===== config.mk =====
export PLATFORM = sky130hd
export DESIGN_NAME = snake_head_ctrl
export DESIGN_NICKNAME = d
export VERILOG_FILES = /design/src/rtl/snake_head_ctrl.sv
export SDC_FILE = /design/constraint.sdc
export NUM_CORES = 1
export LEC_CHECK = 0
export ABC_AREA = 1
export BUFFER_PORTS_ARGS = -buffer_cell sky130_fd_sc_hd__buf_4
export CAP_MARGIN = 15
export CORE_MARGIN = 2
export CORE_UTILIZATION = 45
export CTS_CLUSTER_DIAMETER = 100
export DETAILED_ROUTE_END_ITERATION = 12
export HOLD_SLACK_MARGIN = 0.1
export PLACE_DENSITY = 0.61
export SKIP_LAST_GASP = 1
export SLEW_MARGIN = 30
export SYNTH_ARGS = -nofsm -noshare
export SYNTH_HDL_FRONTEND = slang
export SYNTH_SLANG_ARGS = --single-unit

===== constraint.sdc =====
create_clock -name clk -period 2.1 [get_ports clk]
set_input_delay 0.21 -clock clk [delete_from_list [all_inputs] [get_ports clk]]
set_output_delay 0.21 -clock clk [all_outputs]
set_load 0.02 [all_outputs]

===== src/rtl/snake_head_ctrl.sv =====
// Snake head controller: move-tick timing, direction latching and head/prev cell tracking.
// Emits the body-segment move strobe and ends the game on a wall hit or body collision.
module snake_head_ctrl #(
    parameter int TICK_DIV = 25000000,
    parameter int GRID_W   = 32,
    parameter int GRID_H   = 32,
    parameter int START_X  = 16,
    parameter int START_Y  = 16,
    parameter int WRAP     = 1
) (
    input  logic       clk,
    input  logic       rst_n,
    input  logic       start,
    input  logic       btn_up,
    input  logic       btn_down,
    input  logic       btn_left,
    input  logic       btn_right,
    input  logic       collision_in,
    output logic [4:0] snake_head_x,
    output logic [4:0] snake_head_y,
    output logic [4:0] head_prev_x,
    output logic [4:0] head_prev_y,
    output logic       enable,
    output logic       game_over,
    output logic       running
);

    localparam int              CNT_W   = $clog2(TICK_DIV);
    localparam logic [CNT_W-1:0] CNT_MAX = CNT_W'(TICK_DIV - 1);
    localparam logic [4:0]      X_MAX   = 5'(GRID_W - 1);
    localparam logic [4:0]      Y_MAX   = 5'(GRID_H - 1);
    localparam logic [4:0]      X0      = 5'(START_X);
    localparam logic [4:0]      Y0      = 5'(START_Y);
    localparam logic [4:0]      PX0     = 5'(START_X - 1);

    typedef enum logic [1:0] {IDLE, RUN, OVER} state_t;
    typedef enum logic [1:0] {DIR_UP, DIR_DOWN, DIR_LEFT, DIR_RIGHT} dir_t;

    state_t           state, state_nxt;
    dir_t             dir, pend_dir, pend_nxt, req_dir;
    logic             req_vld;
    logic [CNT_W-1:0] cnt;
    logic             enable_d;
    logic             tick, col_hit, wall, move_ok;
    logic [4:0]       nxt_x, nxt_y;

    function automatic logic is_reverse(input dir_t a, input dir_t b);
        case (a)
            DIR_UP:    is_reverse = (b == DIR_DOWN);
            DIR_DOWN:  is_reverse = (b == DIR_UP);
            DIR_LEFT:  is_reverse = (b == DIR_RIGHT);
            default:   is_reverse = (b == DIR_LEFT);
        endcase
    endfunction

    always_comb begin
        req_vld = 1'b1;
        req_dir = DIR_RIGHT;
        if (btn_up)         req_dir = DIR_UP;
        else if (btn_down)  req_dir = DIR_DOWN;
        else if (btn_left)  req_dir = DIR_LEFT;
        else if (btn_right) req_dir = DIR_RIGHT;
        else                req_vld = 1'b0;
    end

    // A request made in the tick cycle itself still steers that tick's move.
    assign pend_nxt = (state == RUN && req_vld && !is_reverse(req_dir, dir)) ? req_dir : pend_dir;
    assign tick     = (state == RUN) && (cnt == CNT_MAX);
    assign col_hit  = (state == RUN) && enable_d && collision_in;

    always_comb begin
        nxt_x = snake_head_x;
        nxt_y = snake_head_y;
        wall  = 1'b0;
        case (pend_nxt)
            DIR_RIGHT: begin
                if (snake_head_x == X_MAX) begin nxt_x = 5'd0;  wall = (WRAP == 0); end
                else                              nxt_x = snake_head_x + 5'd1;
            end
            DIR_LEFT: begin
                if (snake_head_x == 5'd0) begin nxt_x = X_MAX; wall = (WRAP == 0); end
                else                             nxt_x = snake_head_x - 5'd1;
            end
            DIR_DOWN: begin
                if (snake_head_y == Y_MAX) begin nxt_y = 5'd0;  wall = (WRAP == 0); end
                else                              nxt_y = snake_head_y + 5'd1;
            end
            default: begin
                if (snake_head_y == 5'd0) begin nxt_y = Y_MAX; wall = (WRAP == 0); end
                else                             nxt_y = snake_head_y - 5'd1;
            end
        endcase
    end

    // Collision in the sample cycle pre-empts a coinciding tick.
    assign move_ok = tick && !col_hit && !wall;

    always_ff @(posedge clk or negedge rst_n) begin
        if (!rst_n) state <= IDLE;
        else        state <= state_nxt;
    end

    always_comb begin
        state_nxt = state;
        case (state)
            IDLE:    if (start) state_nxt = RUN;
            RUN:     if (col_hit || (tick && wall)) state_nxt = OVER;
            OVER:    if (start) state_nxt = IDLE;
            default: state_nxt = IDLE;
        endcase
    end

    always_ff @(posedge clk or negedge rst_n) begin
        if (!rst_n) begin
            snake_head_x <= X0;
            snake_head_y <= Y0;
            head_prev_x  <= PX0;
            head_prev_y  <= Y0;
            dir          <= DIR_RIGHT;
            pend_dir     <= DIR_RIGHT;
            cnt          <= '0;
            enable       <= 1'b0;
            enable_d     <= 1'b0;
        end else begin
            enable   <= move_ok;
            enable_d <= enable;
            if (state == IDLE && start) begin
                snake_head_x <= X0;
                snake_head_y <= Y0;
                head_prev_x  <= PX0;
                head_prev_y  <= Y0;
                dir          <= DIR_RIGHT;
                pend_dir     <= DIR_RIGHT;
                cnt          <= '0;
            end else if (state == RUN) begin
                pend_dir <= pend_nxt;
                if (!col_hit) begin
                    cnt <= tick ? '0 : cnt + CNT_W'(1);
                    if (tick) dir <= pend_nxt;
                end
                if (move_ok) begin
                    head_prev_x  <= snake_head_x;
                    head_prev_y  <= snake_head_y;
                    snake_head_x <= nxt_x;
                    snake_head_y <= nxt_y;
                end
            end
        end
    end

    assign running   = (state == RUN);
    assign game_over = (state == OVER);

endmodule


==> results of run 1 <==
[final cells by class]
cell class | instances | share of cell area [%]
repair buffers | 38 | 7.69
clock buffers | 5 | 1.82
clock inverters | 3 | 0.563
flip-flops and latches | 53 | 35.5
multi-input cells | 336 | 45.6
well taps | 99 | 3.28
inverters | 56 | 5.57
[metrics by stage]
| step | cell area, um^2 | hold slack, ns |
|---|---|---|
| final | 3770 | 0.282 |
| after global routing | 3770 | 0.311 |
| after CTS | 3770 | 0.271 |
| after detailed placement | 3660 | 0.298 |
| after global placement | 3660 | 0.295 |
| after floorplan | 3310 | -0.0856 |
[state kept, by name, indices dropped and copies added, names as in the netlist]
register and cells:
snake_head_y 5, enable_d 1, dir 2, head_prev_y 5, state 2, cnt 25
head_prev_x 5, snake_head_x 5, enable 1, pend_dir 2
[worst min path at each step]
stage | from | endpoint | cells after the start
after floorplan | rst_n | cnt[0] | 0
after global placement | rst_n | cnt[20] | 1
after detailed placement | rst_n | cnt[20] | 1
after CTS | collision_in | state[1] | 3
after global routing | collision_in | state[1] | 3
final | collision_in | state[1] | 3
[cells in the mapped netlist, types with 2 or more instances]
cell type and count:
a21oi_1 24, buf_2 2, buf_6 2, dfrtp_1 42
dfstp_2 11, ha_1 7, inv_1 47, inv_2 8
nand2_1 117, nand2_2 12, nand3_1 50, nand3_2 5
nand3b_1 3, nand4_1 7, nor2_1 45, nor2_2 5
nor2_4 5, nor2_8 2, nor3_1 9, o21ai_0 18
o21ai_1 7, o31ai_1 2, xnor2_1 2, xor2_1 5
[power groups by stage]
stage / sequential, mW / clock [mW] / combinational [mW]
floorplan: 1.64 / 0 / 1.10
global placement: 1.59 / 0 / 1.63
detailed placement: 1.59 / 0 / 1.64
CTS: 1.57 / 0.617 / 1.65
global route: 1.62 / 0.656 / 1.87
finish: 1.57 / 0.596 / 1.64
[worst max-delay path: stages, from the launching register on]
cell	delay (ns)
dfrtp_1	0.39
ha_1	0.17
nand2_1	0.09
nor2_4	0.12
nand2_2	0.10
nor2_4	0.16
nand2_4	0.10
nand2_2	0.07
nand2_2	0.15
buf_4	0.22
nor2_8	0.13
nand3_2	0.07
nand2_1	0.06
inv_1	0.04
[cell usage in the layout (no fill, tap or decap), types with 2 or more instances in the layout]
cell,synthesis,layout
a21oi_1,24,24
buf_4,0,36
clkbuf_8,0,5
dfrtp_1,42,42
dfstp_2,11,11
dlygate4sd3_1,0,2
ha_1,7,7
inv_1,47,47
inv_2,8,8
nand2_1,117,117
nand2_2,12,12
nand3_1,50,50
nand3_2,5,5
nand3b_1,3,3
nand4_1,7,7
nor2_1,45,45
nor2_2,5,5
nor2_4,5,5
nor2_8,2,2
nor3_1,9,9
o21ai_0,18,18
o21ai_1,7,7
o31ai_1,2,2
xnor2_1,2,2
xor2_1,5,5
[metal layers]
metal,vias to the layer above,share of wire [%]
li1,1537,-
met4,0,1.2
met3,9,3.5
met1,1388,47
met5,-,0
met2,59,48
[logic make-up after synthesis]
| kind of cell | Yosys count | synth area share (%) |
|---|---|---|
| buffers and inverters | 62 | 7.56 |
| xor gates and xnor gates | 7 | 1.85 |
| DFF | 53 | 40.5 |
| AOI/OAI and AO/OA | 56 | 8.96 |
| adders and majority gates | 7 | 2.65 |
| and+or+nand+nor | 266 | 38.5 |
==> flow_summary.toml, run 1 <==
[floorplanning]
coreArea_um2 = 7180
die-area_um2 = 8060
std_cell_rows = 31
io_pins = 31
die_x_um = 89.8
initial_core_util_pct = 46.1
die_h_um = 89.8

[cells_and_area]
syn_to_final_growth_pct = 14.0
multi_input_area_um2 = 1720
fillCellCount = 717
fin_util_pct = 52.6
regArea_um2 = 1340
fin_nets = 505
drive_above_1_share_pct = 19.6
diodes = 0
stdcell_count = 590

[worst_setup_path]
cp_max_fo = 10
r2r_slack_ns = 0.20
start_kind = "flip-flop"
arrival_ns = 2.16
path_class = "flip-flop to flip-flop"
endpoint = "snake_head_x[4]"
r2r_cells = 13
cp-end-kind = "flip-flop"
cp-startpoint = "cnt[1]"
r2r_end = "snake_head_x[4]"
r2r-start = "cnt[1]"
required_ns = 2.37

[routing]
avgRoutedWirePerCell_um = 13.3
drc_errors = 0
routed_via_density = 5.07
wirelength_mm = 7.82
first_iter_violations = 120
via_count = 2993
first_pass_iters = 4
postRouteAntennaNets = 0

[cts]
clk_pin_slew_ns = 0.11
cts-root-buf = "clkbuf_8"
ctsHoldBuffers = 2
cts.sinks = 53
clock_path_buffers = 2
clock_latency_ns = 0.32
cts_tree = "yes"
cts_setup_buffers = 0
ctsResizeCount = 0
cts_buffers = 5
h-tree-depth = 2

[synthesis]
yosysWarnings = 0
ys_types = 38
syn_nets = 466
ys_seq_area_share_pct = 40.5
synth_edf_count = 0
syn_inst = 451
synth_largest_area_cell = "dfrtp_1"
yosys_register_bits = 53
synth_area_leaders = "dfrtp_1, nand2_1, dfstp_2"
avgSynthCellArea_um2 = 7.34
postSynth.asyncResetShare_pct = 100
synth_ff_type = "dfrtp_1"
netlist.area_leader.share_pct = 31.7
netlist_area_um2 = 3310

[sta]
fin_skew_ns = 0.0129
rsz0062_at_grt = "no"
fin_crit_ns = 1.90
fmax_mhz = 527
hold_viol = 0
slew_headroom_pct = 54.7
setup_viol = 0
final_max_slew_viol_count = 0
worst_slack_ns = 0.204
setup_tns_ns = 0
worst_pin_slew_ns = 0.679
fin_crit_sh_pct = 90.3

[pwr]
cellLeakagePower_nw = 1.91
p_int_mw = 2.15
p_switching_mw = 1.66
swShare_pct = 43.6
totalPowerFinal_mw = 3.81
clock_power_share_pct = 15.6
cellPowerDensity_nw_per_um2 = 1010
vdd_drop_max_mv = 0.513
combinationalPowerShare_pct = 43.1
seq_power_share_pct = 41.3

[hold_path]
hold_class = "input pin to flip-flop"

[place]
dp_slack_ns = 0.193
numPortBuffers = 30
dpl.hpwl_mm = 6.00
gp_congestion = 0.887
post-place-cells = 580

[global_routing]
met2_usage_pct = 33.0
met1_usage_pct = 28.6
grt_pass1_vias = 2824
grt_max_degree = 54
grt_util_all_layers_pct = 20.3
gr-max-usage-layer = "met2"
grt_pass1_wl_mm = 13.5
use_met3_pct = 3.02
grt_overflow_total = 0
antenna_found_initial = 0

[job]
cap_viol_max_count = 0

[status]
outcome = "completed"
Power figures use the tool's default switching activity.
==> inputs of run 2 (changes only) <==
--- a/config.mk
+++ b/config.mk
@@ -14,6 +14,7 @@
 export DETAILED_ROUTE_END_ITERATION = 12
 export HOLD_SLACK_MARGIN = 0.1
 export PLACE_DENSITY = 0.61
+export REMOVE_ABC_BUFFERS = 1
 export SKIP_LAST_GASP = 1
 export SLEW_MARGIN = 30
 export SYNTH_ARGS = -nofsm -noshare
==> run 2 against run 1 <==
Flip-flop and latch count is the same. Sequential share of layout area decreased by 0.30 points. Worst hold slack worse by 0.024 ns. Largest cell class unchanged. Critical path depth unchanged. Total power rose by 1.7%. Count of clock-buffer cells in the layout rose by 1. Wire length grew 2.8%. Clock power up 9.1%. Combinational power barely moved.
==> flow_summary.toml, run 2 (synthesis gave the netlist of run 1 again) <==
[cells_and_area]
regMostFlops = "cnt"
diodes = 0
fillCellCount = 711
fin_util_pct = 53.1
drive_above_1_share_pct = 20.0
final_cell_mix = "nand2_1, nand3_1, inv_1"
syn_to_final_growth_pct = 15.0
final_common_cell = "nand2_1"
largest_reg_flops = 25
fin_nets = 508
finish.instance_area_um2 = 3810

[routing]
first_iter_violations = 160
avgRoutedWirePerCell_um = 13.6
routed_via_density = 5.11
via_count = 3030
wirelength_mm = 8.04
postRouteAntennaNets = 0
drc_errors = 0
first_pass_iters = 4

[pwr]
seq_power_share_pct = 40.1
swShare_pct = 43.3
p_switching_mw = 1.68
vdd_drop_max_mv = 0.668
cellLeakagePower_nw = 1.93
combinationalPowerShare_pct = 43.1
cellPowerDensity_nw_per_um2 = 1020
clock_power_share_pct = 16.8
p_int_mw = 2.19

[global_routing]
grt_overflow_total = 0
grt_util_all_layers_pct = 21.1
antenna_found_initial = 0
grt_max_degree = 54
grt_pass1_wl_mm = 13.9
grt_pass1_vias = 2984

[sta]
rsz0062_at_grt = "no"
setup_tns_ns = 0
worst_pin_slew_ns = 0.678
fin_skew_ns = 0.00616
fin_crit_sh_pct = 91.3
slew_headroom_pct = 54.8
fmax_mhz = 521
setup_viol = 0
fin_crit_ns = 1.92
final_max_slew_viol_count = 0
worst_slack_ns = 0.182
hold_viol = 0

[place]
numPortBuffers = 30
dp_slack_ns = 0.201
dpl_cell_area_um2 = 3690
dpl.hpwl_mm = 6.07
gp_congestion = 0.907

[worst_setup_path]
start_kind = "flip-flop"
cp_max_fo = 11
arrival_ns = 2.19
cp-end-kind = "flip-flop"
path_class = "flip-flop to flip-flop"
required_ns = 2.37

[floorplanning]
std_cell_rows = 31
io_pins = 31
die-area_um2 = 8060
coreArea_um2 = 7180
die_x_um = 89.8
die_h_um = 89.8
initial_core_util_pct = 46.1

[cts]
cts.sinks = 53
cts_setup_buffers = 0
h-tree-depth = 2
clock_latency_ns = 0.32
cts_tree = "yes"
ctsHoldBuffers = 2
clock_path_buffers = 2
cts-root-buf = "clkbuf_8"
cts_buffers = 5
clk_pin_slew_ns = 0.10
ctsResizeCount = 0

[job]
cap_viol_max_count = 0

[hold_path]
hold_class = "input pin to flip-flop"

[status]
outcome = "completed"
## run 2: changes by cell type in the layout (fill, tap and decap cells not counted), sizes merged
| cell | delta |
|---|---|
| clkinvlp | -1 |
| buf | +3 |
| clkbuf | +1 |
## run 2: worst paths after layout
path / from / end / slack, ns / depth (start not counted)
worst max-delay path: cnt[1] / snake_head_x[4] / 0.18 / 13
worst min-delay path: collision_in / state[1] / 0.26 / 3
worst max register to register: cnt[1] / snake_head_x[4] / 0.18 / 13
worst min register to register: enable / enable_d / 0.39 / 0
max in group asynchronous: rst_n / cnt[14] / 1.18 / 2
min in group asynchronous: rst_n / cnt[20] / 0.46 / 2
## run 2: routing by layer
layer	up-vias	global-route usage (%)	wire length [um]
li1	1548	-	-
met1	1398	28.0	3660
met2	67	35.0	3900
met3	17	3.77	320
met4	0	6.92	165
met5	-	0	0
## run 2: worst max-delay path: stages, from the launching register on
cell	delay, ns
dfrtp_1	0.38
ha_1	0.17
nand2_1	0.09
nor2_4	0.14
nand2_2	0.10
nor2_4	0.15
nand2_4	0.10
nand2_2	0.07
nand2_2	0.16
buf_4	0.21
nor2_8	0.13
nand3_2	0.07
nand2_1	0.05
inv_1	0.03
## run 2: stage by stage
stage / hold slack, ns / std cells / power, mW
after global placement: 0.302 / 583 / 3.21
after detailed placement: 0.306 / 583 / 3.23
after CTS: 0.271 / 593 / 3.90
after global routing: 0.289 / 593 / 4.21
after floorplan: -0.0856 / 445 / 2.72
final: 0.258 / 593 / 3.87
## run 2: power groups by stage
| stage | Combinational [mW] | Sequential (mW) | Clock (mW) |
|---|---|---|---|
| floorplan | 1.08 | 1.65 | 0 |
| global placement | 1.64 | 1.57 | 0 |
| detailed placement | 1.66 | 1.57 | 0 |
| CTS | 1.67 | 1.55 | 0.670 |
| global route | 1.90 | 1.60 | 0.713 |
| finish | 1.67 | 1.55 | 0.650 |
## run 2: layout make-up
type	instances	area, um^2	share of cell area [%]
clock inverters	2	17.5	0.460
inverters	56	210	5.52
well taps	99	124	3.25
multi-input cells	336	1720	45.2
repair buffers	41	313	8.22
clock buffers	6	82.6	2.17
flip-flops and latches	53	1340	35.2
==> inputs of run 3 (changes only) <==
--- a/config.mk
+++ b/config.mk
@@ -11,9 +11,10 @@
 export CORE_MARGIN = 2
 export CORE_UTILIZATION = 45
 export CTS_CLUSTER_DIAMETER = 100
+export CTS_CLUSTER_SIZE = 16
 export DETAILED_ROUTE_END_ITERATION = 12
 export HOLD_SLACK_MARGIN = 0.1
-export PLACE_DENSITY = 0.61
+export PLACE_DENSITY = 0.74
 export REMOVE_ABC_BUFFERS = 1
 export SKIP_LAST_GASP = 1
 export SLEW_MARGIN = 30
==> run 3 against run 2 <==
Critical path depth down 2. Critical path type unchanged. Highest routed layer unchanged. Global-route usage is 1.5 points lower. First-iteration DRC count is 61% higher. Clock power increased by 16%. Die area unchanged. Cell area is 0.26% lower. Non-clock buffer count shrank 5. Cell count is 0.84% lower. Largest power group unchanged. Register-to-register slack got worse by 0.02 ns. Largest cell class unchanged. Sequential share of layout area grew 0.093 points. Fmax down 1.2%. Via count up 0.92%.
==> flow_summary.toml, run 3 (synthesis gave the netlist of run 1 again) <==
[cts]
cts-root-buf = "clkbuf_8"
clk_pin_slew_ns = 0.11
h-tree-depth = 2
cts_setup_buffers = 0
clock_latency_ns = 0.32
cts_tree = "yes"
cts_buffers = 5
clock_path_buffers = 2
cts.sinks = 53

[pwr]
cellPowerDensity_nw_per_um2 = 1050
cellLeakagePower_nw = 1.92
vdd_drop_max_mv = 0.615

[routing]
wl_met3_um = 351
route.met2.wl_mm = 3.86
via_count = 3058
postRouteAntennaNets = 0
drc_errors = 0
wl_met1_mm = 3.50
first_iter_violations = 257
wirelength_mm = 7.85
routed_via_density = 5.20
first_pass_iters = 4
top_layer = "met4"
avgRoutedWirePerCell_um = 13.3

[sta]
fin_skew_ns = 0.00750
setup_tns_ns = 0
worst_pin_slew_ns = 0.673
final_max_slew_viol_count = 0
fin_crit_ns = 1.94
setup_viol = 0
whs_ns = 0.293
slew_headroom_pct = 55.1
fin_crit_sh_pct = 92.5
fmax_mhz = 515
hold_viol = 0

[worst_setup_path]
start_kind = "flip-flop"
cp_max_fo = 12
required_ns = 2.32
arrival_ns = 2.16
path_class = "flip-flop to flip-flop"
r2r_cells = 11
cp-end-kind = "flip-flop"

[global_routing]
grt_util_all_layers_pct = 19.5
grt_max_degree = 54
grt_pass1_vias = 2828
grt_pass1_wl_mm = 13.0
grt_overflow_total = 0
antenna_found_initial = 0

[floorplanning]
coreArea_um2 = 7180
io_pins = 31
std_cell_rows = 31
initial_core_util_pct = 46.1
die_x_um = 89.8
die_h_um = 89.8
die-area_um2 = 8060

[place]
gp_congestion = 0.998
post-place-cells = 578
dpl_cell_area_um2 = 3650
numPortBuffers = 30
dpl.hpwl_mm = 5.86

[cells_and_area]
stdcell_count = 588
largest_reg_flops = 25
drive_above_1_share_pct = 19.4
final_common_cell = "nand2_1"
fin_nets = 503
syn_to_final_growth_pct = 14.7
regMostFlops = "cnt"
final_cell_mix = "nand2_1, nand3_1, inv_1"
diodes = 0
finish.instance_area_um2 = 3800
fin_util_pct = 52.9

[job]
cap_viol_max_count = 0

[hold_path]
hold_class = "input pin to flip-flop"
hold_path_depth = 3

[status]
outcome = "completed"
## run 3: timing repair
action / CTS / global route
hold buffers: 2 / 0
endpoints found under the setup margin: 0 / 2
resized for setup: 0 / 2
hold endpoints to repair: 43 / 0
## run 3: layout make-up
type	instances	area, um^2
sequential	53	1340
fill	712	3380
clock buffer	5	68.8
tap	99	124
timing repair buffer	36	275
multi-input combinational	336	1730
inverter	56	210
clock inverter	3	50.0
## run 3: routing by layer
layer	vias up	GRT usage [%]
li1	1530	-
met1	1433	25.8
met2	83	33.3
met3	12	3.52
met4	0	5.00
met5	-	0
## run 3: final timing paths
kind,endpoint,startpoint,slack (ns)
setup reg to reg,cnt[12],cnt[1],0.16
max in group asynchronous,cnt[5],rst_n,1.19
hold reg to reg,enable_d,enable,0.39
min in group asynchronous,cnt[19],rst_n,0.47
setup / recovery,cnt[12],cnt[1],0.16
hold / removal,state[1],collision_in,0.29
## run 3: worst max-delay path, stage by stage (launching register included)
cell,delay [ns]
dfrtp_1,0.40
ha_1,0.18
nand2_1,0.09
nor2_4,0.13
nand2_2,0.10
nor2_4,0.16
nand2_4,0.10
nand2_2,0.07
nand2_2,0.21
o21ai_2,0.17
nand3_1,0.09
and2_1,0.14
## run 3: metrics by stage
step           total power, mW  worst slack [ns]
2_1_floorplan             2.72             0.258
3_3_place_gp              3.18             0.260
3_5_place_dp              3.21             0.157
4_1_cts                   3.97             0.131
5_1_grt                   4.27          -0.00622
6_report                  3.97             0.159
## run 3: where the power goes
part           internal (mW)  switching (mW)  total, mW
registers               1.30           0.267       1.56
clock network          0.366           0.390      0.756
logic                  0.616            1.03       1.65
